--- src/rtl/branch_predictor_if.sv ---
// Fetch-lookup, EX-resolve and statistics signals of the branch predictor.
// master = pipeline side, slave = predictor.
interface branch_predictor_if;
   logic [31:0] lookup_pc;
   logic        pred_taken;
   logic [31:0] pred_target;
   logic        upd_valid;
   logic [31:0] upd_pc;
   logic        upd_taken;
   logic [31:0] upd_target;
   logic        upd_pred_taken;
   logic [31:0] upd_pred_target;
   logic        flush_all;
   logic        mispredict;
   logic [31:0] redirect_pc;
   logic [31:0] branch_count;
   logic [31:0] mispredict_count;

   modport master (
      output lookup_pc, upd_valid, upd_pc, upd_taken, upd_target,
             upd_pred_taken, upd_pred_target, flush_all,
      input  pred_taken, pred_target, mispredict, redirect_pc,
             branch_count, mispredict_count
   );

   modport slave (
      input  lookup_pc, upd_valid, upd_pc, upd_taken, upd_target,
             upd_pred_taken, upd_pred_target, flush_all,
      output pred_taken, pred_target, mispredict, redirect_pc,
             branch_count, mispredict_count
   );
endinterface

--- src/rtl/branch_predictor.sv ---
// Direct-mapped BTB with per-entry saturating counters. Combinational lookup for IF,
// trained by EX at the clock edge; flags mispredictions with the correct redirect PC.
module branch_predictor #(
   parameter int ENTRIES  = 16,
   parameter int TAG_BITS = 8,
   parameter int CNT_BITS = 2
) (
   input  logic               clk,
   input  logic               rst,
   branch_predictor_if.slave  bp
);

   localparam int IDX = $clog2(ENTRIES);
   localparam logic [CNT_BITS-1:0] CNT_MAX  = '1;
   localparam logic [CNT_BITS-1:0] CNT_WEAK = CNT_BITS'(1 << (CNT_BITS-1));

   typedef struct packed {
      logic                valid;
      logic [TAG_BITS-1:0] tag;
      logic [31:0]         target;
      logic [CNT_BITS-1:0] cnt;
   } entry_t;

   entry_t      tbl_q [ENTRIES];
   entry_t      tbl_d [ENTRIES];
   logic [31:0] branch_count_q, branch_count_d;
   logic [31:0] mispredict_count_q, mispredict_count_d;

   logic [IDX-1:0]      lk_idx, up_idx;
   logic [TAG_BITS-1:0] lk_tag, up_tag;
   entry_t              lk_e, up_e;
   logic                lk_hit, up_hit;
   logic                misp;

   assign lk_idx = bp.lookup_pc[IDX+1:2];
   assign lk_tag = bp.lookup_pc[IDX+TAG_BITS+1:IDX+2];
   assign up_idx = bp.upd_pc[IDX+1:2];
   assign up_tag = bp.upd_pc[IDX+TAG_BITS+1:IDX+2];

   // Lookup reads registered state only, so a same-cycle write is not visible.
   always_comb begin
      lk_e           = tbl_q[lk_idx];
      lk_hit         = lk_e.valid && (lk_e.tag == lk_tag);
      bp.pred_taken  = lk_hit && lk_e.cnt[CNT_BITS-1];
      bp.pred_target = bp.pred_taken ? lk_e.target : bp.lookup_pc + 32'd4;
   end

   always_comb begin
      misp = bp.upd_valid &&
             ((bp.upd_taken != bp.upd_pred_taken) ||
              (bp.upd_taken && (bp.upd_target != bp.upd_pred_target)));
      bp.mispredict  = misp;
      bp.redirect_pc = bp.upd_taken ? bp.upd_target : bp.upd_pc + 32'd4;
   end

   always_comb begin
      up_e   = tbl_q[up_idx];
      up_hit = up_e.valid && (up_e.tag == up_tag);
      tbl_d  = tbl_q;
      if (bp.flush_all) begin
         for (int i = 0; i < ENTRIES; i++) tbl_d[i].valid = 1'b0;
      end else if (bp.upd_valid) begin
         if (up_hit) begin
            if (bp.upd_taken) begin
               if (up_e.cnt != CNT_MAX) tbl_d[up_idx].cnt = up_e.cnt + CNT_BITS'(1);
               tbl_d[up_idx].target = bp.upd_target;
            end else if (up_e.cnt != '0) begin
               tbl_d[up_idx].cnt = up_e.cnt - CNT_BITS'(1);
            end
         end else if (bp.upd_taken) begin
            // Allocation overwrites whatever aliased into this slot.
            tbl_d[up_idx].valid  = 1'b1;
            tbl_d[up_idx].tag    = up_tag;
            tbl_d[up_idx].target = bp.upd_target;
            tbl_d[up_idx].cnt    = CNT_WEAK;
         end
      end
   end

   always_comb begin
      branch_count_d     = branch_count_q;
      mispredict_count_d = mispredict_count_q;
      if (bp.upd_valid) branch_count_d = branch_count_q + 32'd1;
      if (misp) mispredict_count_d = mispredict_count_q + 32'd1;
   end

   assign bp.branch_count     = branch_count_q;
   assign bp.mispredict_count = mispredict_count_q;

   always_ff @(posedge clk or negedge rst) begin
      if (!rst) begin
         for (int i = 0; i < ENTRIES; i++) tbl_q[i] <= '0;
         branch_count_q     <= '0;
         mispredict_count_q <= '0;
      end else begin
         tbl_q              <= tbl_d;
         branch_count_q     <= branch_count_d;
         mispredict_count_q <= mispredict_count_d;
      end
   end

endmodule

--- src/flat_wrapper.sv ---
// flat-port wrapper written by rule: the top's interface ports become plain ports
module branch_predictor_flat 
#(
   parameter int ENTRIES  = 16,
   parameter int TAG_BITS = 8,
   parameter int CNT_BITS = 2
)
  (clk, rst, bp_lookup_pc, bp_upd_valid, bp_upd_pc, bp_upd_taken, bp_upd_target, bp_upd_pred_taken, bp_upd_pred_target, bp_flush_all, bp_pred_taken, bp_pred_target, bp_mispredict, bp_redirect_pc, bp_branch_count, bp_mispredict_count);
  branch_predictor_if bp_i ();
  input  logic clk;
  input  logic rst;
  input wire logic [$bits(bp_i.lookup_pc)-1:0] bp_lookup_pc;
  input wire logic [$bits(bp_i.upd_valid)-1:0] bp_upd_valid;
  input wire logic [$bits(bp_i.upd_pc)-1:0] bp_upd_pc;
  input wire logic [$bits(bp_i.upd_taken)-1:0] bp_upd_taken;
  input wire logic [$bits(bp_i.upd_target)-1:0] bp_upd_target;
  input wire logic [$bits(bp_i.upd_pred_taken)-1:0] bp_upd_pred_taken;
  input wire logic [$bits(bp_i.upd_pred_target)-1:0] bp_upd_pred_target;
  input wire logic [$bits(bp_i.flush_all)-1:0] bp_flush_all;
  output wire logic [$bits(bp_i.pred_taken)-1:0] bp_pred_taken;
  output wire logic [$bits(bp_i.pred_target)-1:0] bp_pred_target;
  output wire logic [$bits(bp_i.mispredict)-1:0] bp_mispredict;
  output wire logic [$bits(bp_i.redirect_pc)-1:0] bp_redirect_pc;
  output wire logic [$bits(bp_i.branch_count)-1:0] bp_branch_count;
  output wire logic [$bits(bp_i.mispredict_count)-1:0] bp_mispredict_count;
  assign bp_i.lookup_pc = bp_lookup_pc;
  assign bp_i.upd_valid = bp_upd_valid;
  assign bp_i.upd_pc = bp_upd_pc;
  assign bp_i.upd_taken = bp_upd_taken;
  assign bp_i.upd_target = bp_upd_target;
  assign bp_i.upd_pred_taken = bp_upd_pred_taken;
  assign bp_i.upd_pred_target = bp_upd_pred_target;
  assign bp_i.flush_all = bp_flush_all;
  assign bp_pred_taken = bp_i.pred_taken;
  assign bp_pred_target = bp_i.pred_target;
  assign bp_mispredict = bp_i.mispredict;
  assign bp_redirect_pc = bp_i.redirect_pc;
  assign bp_branch_count = bp_i.branch_count;
  assign bp_mispredict_count = bp_i.mispredict_count;
  branch_predictor #(.ENTRIES(ENTRIES), .TAG_BITS(TAG_BITS), .CNT_BITS(CNT_BITS)) u_core (.clk(clk), .rst(rst), .bp(bp_i));
endmodule
--- config.mk ---
export PLATFORM = sky130hd
export DESIGN_NAME = branch_predictor_flat
export DESIGN_NICKNAME = d
export VERILOG_FILES = /design/src/rtl/branch_predictor_if.sv /design/src/rtl/branch_predictor.sv /design/src/flat_wrapper.sv
export SDC_FILE = /design/constraint.sdc
export NUM_CORES = 2
export LEC_CHECK = 0
export BUFFER_PORTS_ARGS = -buffer_cell sky130_fd_sc_hd__clkbuf_2
export CAP_MARGIN = 10
export CORE_MARGIN = 3
export CORE_UTILIZATION = 61
export DETAILED_ROUTE_END_ITERATION = 12
export PLACE_DENSITY_LB_ADDON = 0.12
export SLEW_MARGIN = 10
export SYNTH_ARGS = -nofsm -noshare
export SYNTH_HDL_FRONTEND = slang
export SYNTH_SLANG_ARGS = --single-unit
--- constraint.sdc ---
create_clock -name clk -period 5.3 [get_ports clk]
set_clock_uncertainty 0.15 [all_clocks]
set_input_delay 1.06 -clock clk [delete_from_list [all_inputs] [get_ports clk]]
set_output_delay 1.06 -clock clk [all_outputs]
set_load 0.02 [all_outputs]
Yosys cells after proc, flatten, opt, wreduce, memory -nomap -nowiden
Index checks and enable logic that the tools add are counted.
{"block": "totals", "inputBits": 134, "word_cells": 147, "ff_bits": 752}
{"block": "classes", "n_eq_ne": 5, "add_sub_neg": 6, "bitwise": 3, "mux": 49, "n_reduce_logical": 15, "n_lt_le_gt_ge": 3}
{"operator": "$mux 688", "count": 10}
{"operator": "$bwmux 688", "count": 7}
{"operator": "$demux 43 s4", "count": 4}
{"operator": "$bmux 43 s4", "count": 2}
{"operator": "$mux 43", "count": 5}
{"operator": "$add 32x1->32 const B", "count": 2}
{"operator": "$add 32x3->32 const B", "count": 2}
{"operator": "$mux 32", "count": 2}
{"operator": "$mux 42", "count": 1}
{"operator": "$mux 34", "count": 1}
{"operator": "$ne 32x32->1", "count": 1}
{"operator": "$eq 8x8->1", "count": 2}
{"operator": "$mux 1", "count": 16}
{"operator": "$ge 5x5->1 const B", "count": 2}
{"operator": "$not 4->5", "count": 2}
{"operator": "$reduce_bool 2->1", "count": 4}
{"operator": "$logic_and 1x1->1", "count": 6}
{"operator": "$reduce_bool 3->1", "count": 2}
{"operator": "$lt 5x1->1 const B", "count": 1}
{"operator": "$reduce_and 4->1", "count": 1}
{"operator": "$reduce_and 3->1", "count": 1}
{"operator": "$add 2x1->2 const B", "count": 1}
{"operator": "$mux 2", "count": 1}
{"operator": "$ne 2x2->1 const B", "count": 1}
{"operator": "4 further kinds", "count": 4}

Depth between registers and ports, before layout
{"block": "depth", "depth_word": 16, "ltp_mapped": 19, "mapped_depth_nobuf": 13}

Worst setup path after synthesis
Ideal clock, no wire load.
{"block": "synth_timing", "kind": "in2reg", "from": "input bp_upd_pc[3]", "to": "register u_core.tbl_q[560] (netlist name)", "path_slack_ns": 0.320, "t_arrival_ns": 4.700, "cell_stages": 19, "path_cell_list": "buf_2 -> buf_1 -> buf_1 -> mux4_2 -> mux2i_1 -> nand2_1 -> o21ai_0 -> inv_1 -> clkbuf_1 -> ha_1 -> nand2_1 -> nand4b_1 -> nor2b_1 -> o21ai_0 -> or3_1 -> buf_2 -> clkbuf_1 -> o22ai_1 -> a21oi_1"}
{"block": "synth_via", "elab_chain_cells": 14, "elab_cells_between_ends": 37}
{"item": "from (decl)", "line_no": "flat_wrapper.sv:14", "text": "input wire logic [$bits(bp_i.upd_pc)-1:0] bp_upd_pc;"}
{"item": "$not 4->5 (implied by the code) *"}
{"item": "$bmux 43 s4, or another cell as far along", "line_no": "branch_predictor.sv:57", "text": "up_e = tbl_q[up_idx];"}
{"item": "$mux 43 (implied by the code) or $logic_and 1x1->1 (tied branches)"}
{"item": "$mux 43 (implied by the code) or $mux 2 (tied branches)"}
{"item": "$add 2x1->2 or $demux 43 s4 (tied branches)", "line_no": "branch_predictor.sv:65, branch_predictor.sv:68, branch_predictor.sv:75"}
{"item": "$bwmux 688", "line_no": "branch_predictor.sv:65", "text": "if (up_e.cnt != CNT_MAX) tbl_d[up_idx].cnt = up_e.cnt + CNT_BITS'(1);"}
{"item": "$mux 688", "line_no": "branch_predictor.sv:65"}
{"item": "$mux 688", "line_no": "branch_predictor.sv:64", "text": "if (bp.upd_taken) begin"}
{"item": "$mux 688", "line_no": "branch_predictor.sv:63", "text": "if (up_hit) begin"}
{"item": "$mux 688", "line_no": "branch_predictor.sv:62", "text": "end else if (bp.upd_valid) begin"}
{"item": "$mux 688", "line_no": "branch_predictor.sv:60", "text": "if (bp.flush_all) begin"}
{"item": "$bwmux 688", "line_no": "branch_predictor.sv:66", "text": "tbl_d[up_idx].target = bp.upd_target;"}
{"item": "$mux 688", "line_no": "branch_predictor.sv:64"}
{"item": "$mux 688", "line_no": "branch_predictor.sv:63"}
{"item": "to (signal assigned)", "line_no": "branch_predictor.sv:96", "text": "tbl_q <= tbl_d;"}
{"item": "to (decl)", "line_no": "branch_predictor.sv:24", "text": "entry_t tbl_q [ENTRIES];"}
Mark *: on every way between the ends. The rest lies on a longest branch, timed or not. The select of a mux whose other input is x is not followed.
A chain may end at the register's enable or synchronous reset.

Worst setup path after layout
{"block": "layout_timing", "from": "input bp_upd_pc[4]", "to": "output bp_redirect_pc[28]"}
{"block": "layout_via", "elab_chain_cells": 2}
{"item": "$add 32x3->32", "line_no": "branch_predictor.sv:53", "text": "bp.redirect_pc = bp.upd_taken ? bp.upd_target : bp.upd_pc + 32'd4;"}
{"item": "$mux 32", "line_no": "branch_predictor.sv:53"}
{"item": "to (decl)", "line_no": "flat_wrapper.sv:23", "text": "output wire logic [$bits(bp_i.redirect_pc)-1:0] bp_redirect_pc;"}
Every way passes these cells.

==> flow_summary.toml <==
[status]
status = "finished clean"

[worst_hold_path]
worst_hold_path.num_cells = 1
hold_path.class = "flip-flop to flip-flop"

[critical_path]
worst_r2r_path_depth = 13
cp.arrival_ns = 4.02
critPathMostFrequentCell = "nand2_1"
cpPeakStageDelay_ns = 0.61
cp_max_fo = 13
path_depth = 11
cp.required_ns = 4.09
worstSetupPathType = "input pin to primary output"
crit_family = "simple AND/OR/NAND/NOR gates"
cp-start-kind = "input pin"
slowest_stage = "and2_1"
cp-end-kind = "primary output"
critical_path.n_buffers_inverters = 3
crit_path_cell_trace = "clkbuf_2 > and2_1 > nand2_1 > nor4_1 > buf_4 > nand2_1 > nor2_1 > nand2_1 > xor2_1 > o21ai_0 > clkbuf_2"

[final_layout]
syn_to_final_growth_pct = 13.22
final_cells = 3759
layout_common_cells = "752 x dfrtp_1, 670 x mux2_2, 257 x clkbuf_2, 235 x mux4_2, 137 x nand2_1"
layout_commonest_cell = "dfrtp_1"
nNetsFinal = 3059
drive_gt1_share_pct = 48.17
nFillCells = 4113

[drt]
first_pass_iters = 5
drt_iter0_markers = 2415
drcViolationCount = 0
via_per_inst = 6.534
vias = 24560
routed_wl_um = 103900
drtAntennaViolNets = 0
avgRoutedWirePerCell_um = 27.63

[synth]
syn_avg_cell_area_um2 = 13.93
syn_area_mm2 = 0.03777
synth_cell_type_count = 51
ys_warn_count = 0
synth_cells = 2712
ys_seq_elements = 752
syn_nets = 2855
ys_seq_area_share_pct = 49.82

[clocking]
clock_sinks = 752
holdBufCountCts = 0
cts_tree = "done"
insertion_delay_ns = 0.63
cts_buffer_depth = 3
cts_root_buffer = "clkbuf_16"
clk_pin_slew_ns = 0.06
postCtsSetupRepairBufs = 0
htreeDepth = 3
postCtsResizedCells = 0
cts_buffers = 79

[power_and_ir_drop]
p_leak_nw = 19.65
clkPwrFrac_pct = 37.5
power_density_mw_per_mm2 = 340.4
vdd_drop_max_uv = 282.2
p_sw_share_pct = 25.80
power.internal_mw = 10.80
seq_power_share_pct = 47.2
power_switching_mw = 3.755
pwr-share-comb_pct = 15.3

[sta]
finalSetupViolCount = 0
drv_slew = 0
clock.fmax_ghz = 0.1912
relSlewSlack_pct = 36.33
setup_slack_ns = 0.07020
worst_pin_slew_ns = 0.9528
finalHoldViolCount = 0
fin_crit_sh_pct = 98.68
period_minus_slack_ns = 5.230
setup_tns_ns = 0
rsz0062_at_grt = "false"

[die]
rows = 90
boundaryPins = 264
start_util_pct = 62.12
dieWidth_um = 254.8
die_y_um = 254.8
core_area_mm2 = 0.06081
design.die.area_mm2 = 0.06494

[global_routing]
grt_max_degree = 117
gr-total-overflow = 0
grt_usage_pct = 32.58
grt_pass1_vias = 25710
antenna_found_initial = 7
grt_pass1_wl_um = 158000

[placement]
io_buffer_count = 263
hpwlAfterDp_um = 67370
dpl_worst_slack_ns = 0.1558
place.gp.congestion = 0.9179
dp.cells = 3617

[flow_run]
maxCapViolations = 0
stage by stage:
step           power, mW  area (um2)  hold WS (ns)  utilization (%)
6_report           14.56       42760        0.3266            70.33
5_1_grt            15.11       42760        0.3511            70.32
4_1_cts            14.64       42750        0.3325            70.31
3_5_place_dp       9.183       40210        0.3202            66.12
3_3_place_gp       9.038       40210        0.3058            66.12
2_1_floorplan      8.386       37770        0.3238                -
state kept, by name, summed over array words and instances, names as in the netlist:
signal and flops:
u_core.bp.mispredict_count 32, u_core.bp.branch_count 32, u_core.tbl_q 688
kinds of logic after synthesis:
kind of cell / share of synthesized area [%]
multiplexers: 34.91
XOR/XNOR: 3.896
flip-flops: 49.82
buffers and inverters: 2.819
AO/OA/AOI/OAI: 2.610
adder cells (fa/ha/maj): 0.2981
AND/OR/NAND/NOR: 5.641
routing by layer:
metal  GRT usage, %  routed length [um]  vias up
met4          13.02                4732        8
met2          53.12               50590     1003
met1          44.60               41960    12930
li1               -                   -    10380
met3          5.152                6505      232
met5              0                  57        -
cell usage after synthesis, drive strengths merged:
library cell  number  area share, %
a211oi             5          0.099
a21oi             33           0.44
a221o              1          0.027
a221oi             3           0.10
a22o               3          0.070
a22oi              7           0.14
a311o              2          0.053
a31o              15           0.35
a31oi              8           0.13
a32oi              1          0.023
and2              11           0.18
and2b              1          0.020
and3              27           0.45
and4               6           0.14
buf               75           0.98
clkbuf           162            1.6
dfrtp            752             50
ha                 9           0.30
inv               23           0.23
mux2             678             20
mux2i             26           0.69
mux4             235             14
nand2            152            1.7
nand2b             6          0.099
nand3             70            1.0
nand4             40           0.66
nand4b             1          0.023
nor2              77           0.77
nor2b             14           0.23
nor3              14           0.19
nor4               8           0.13
o2111ai            1          0.023
o211ai             3          0.060
o21ai             45           0.60
o22ai             13           0.22
o2bb2ai            2          0.046
o31ai             12           0.24
or3                3          0.050
xnor2             97            2.2
xor2              71            1.6
final timing paths:
| kind | start | endpoint | slack [ns] |
|---|---|---|---|
| max | bp_upd_pc[4] | bp_redirect_pc[28] | 0.07 |
| min | u_core.bp.branch_count[31]$_DFFE_PN0P_ | u_core.bp.branch_count[31]$_DFFE_PN0P_ | 0.33 |
| max reg2reg | u_core.tbl_q[559]$_DFFE_PN0P_ | u_core.tbl_q[473]$_DFFE_PN0P_ | 1.39 |
| min reg2reg | u_core.bp.branch_count[31]$_DFFE_PN0P_ | u_core.bp.branch_count[31]$_DFFE_PN0P_ | 0.33 |
| max in group asynchronous | rst | u_core.tbl_q[399]$_DFFE_PN0P_ | 3.37 |
| min in group asynchronous | rst | u_core.tbl_q[336]$_DFFE_PN0P_ | 0.39 |
layout make-up:
type / count / area (um2) / area share, %
antenna: 4 / 10.01 / 0.02341
timing repair buffer: 360 / 2336 / 5.463
multi-input combinational: 1700 / 17990 / 42.07
inverter: 23 / 86.33 / 0.2019
clock buffer: 116 / 2297 / 5.372
sequential: 752 / 18820 / 44.00
clock inverter: 22 / 247.7 / 0.5793
tap: 782 / 978.4 / 2.288
power groups by stage:
stage | Sequential, mW | Clock (mW) | Combinational [mW]
after global routing | 6.94 | 5.78 | 2.38
after detailed placement | 6.96 | 0 | 2.23
after CTS | 6.86 | 5.55 | 2.24
after global placement | 6.88 | 0 | 2.16
after floorplan | 6.87 | 0 | 1.52
final | 6.88 | 5.46 | 2.22
Note: power is estimated with default switching activity, not from simulation.
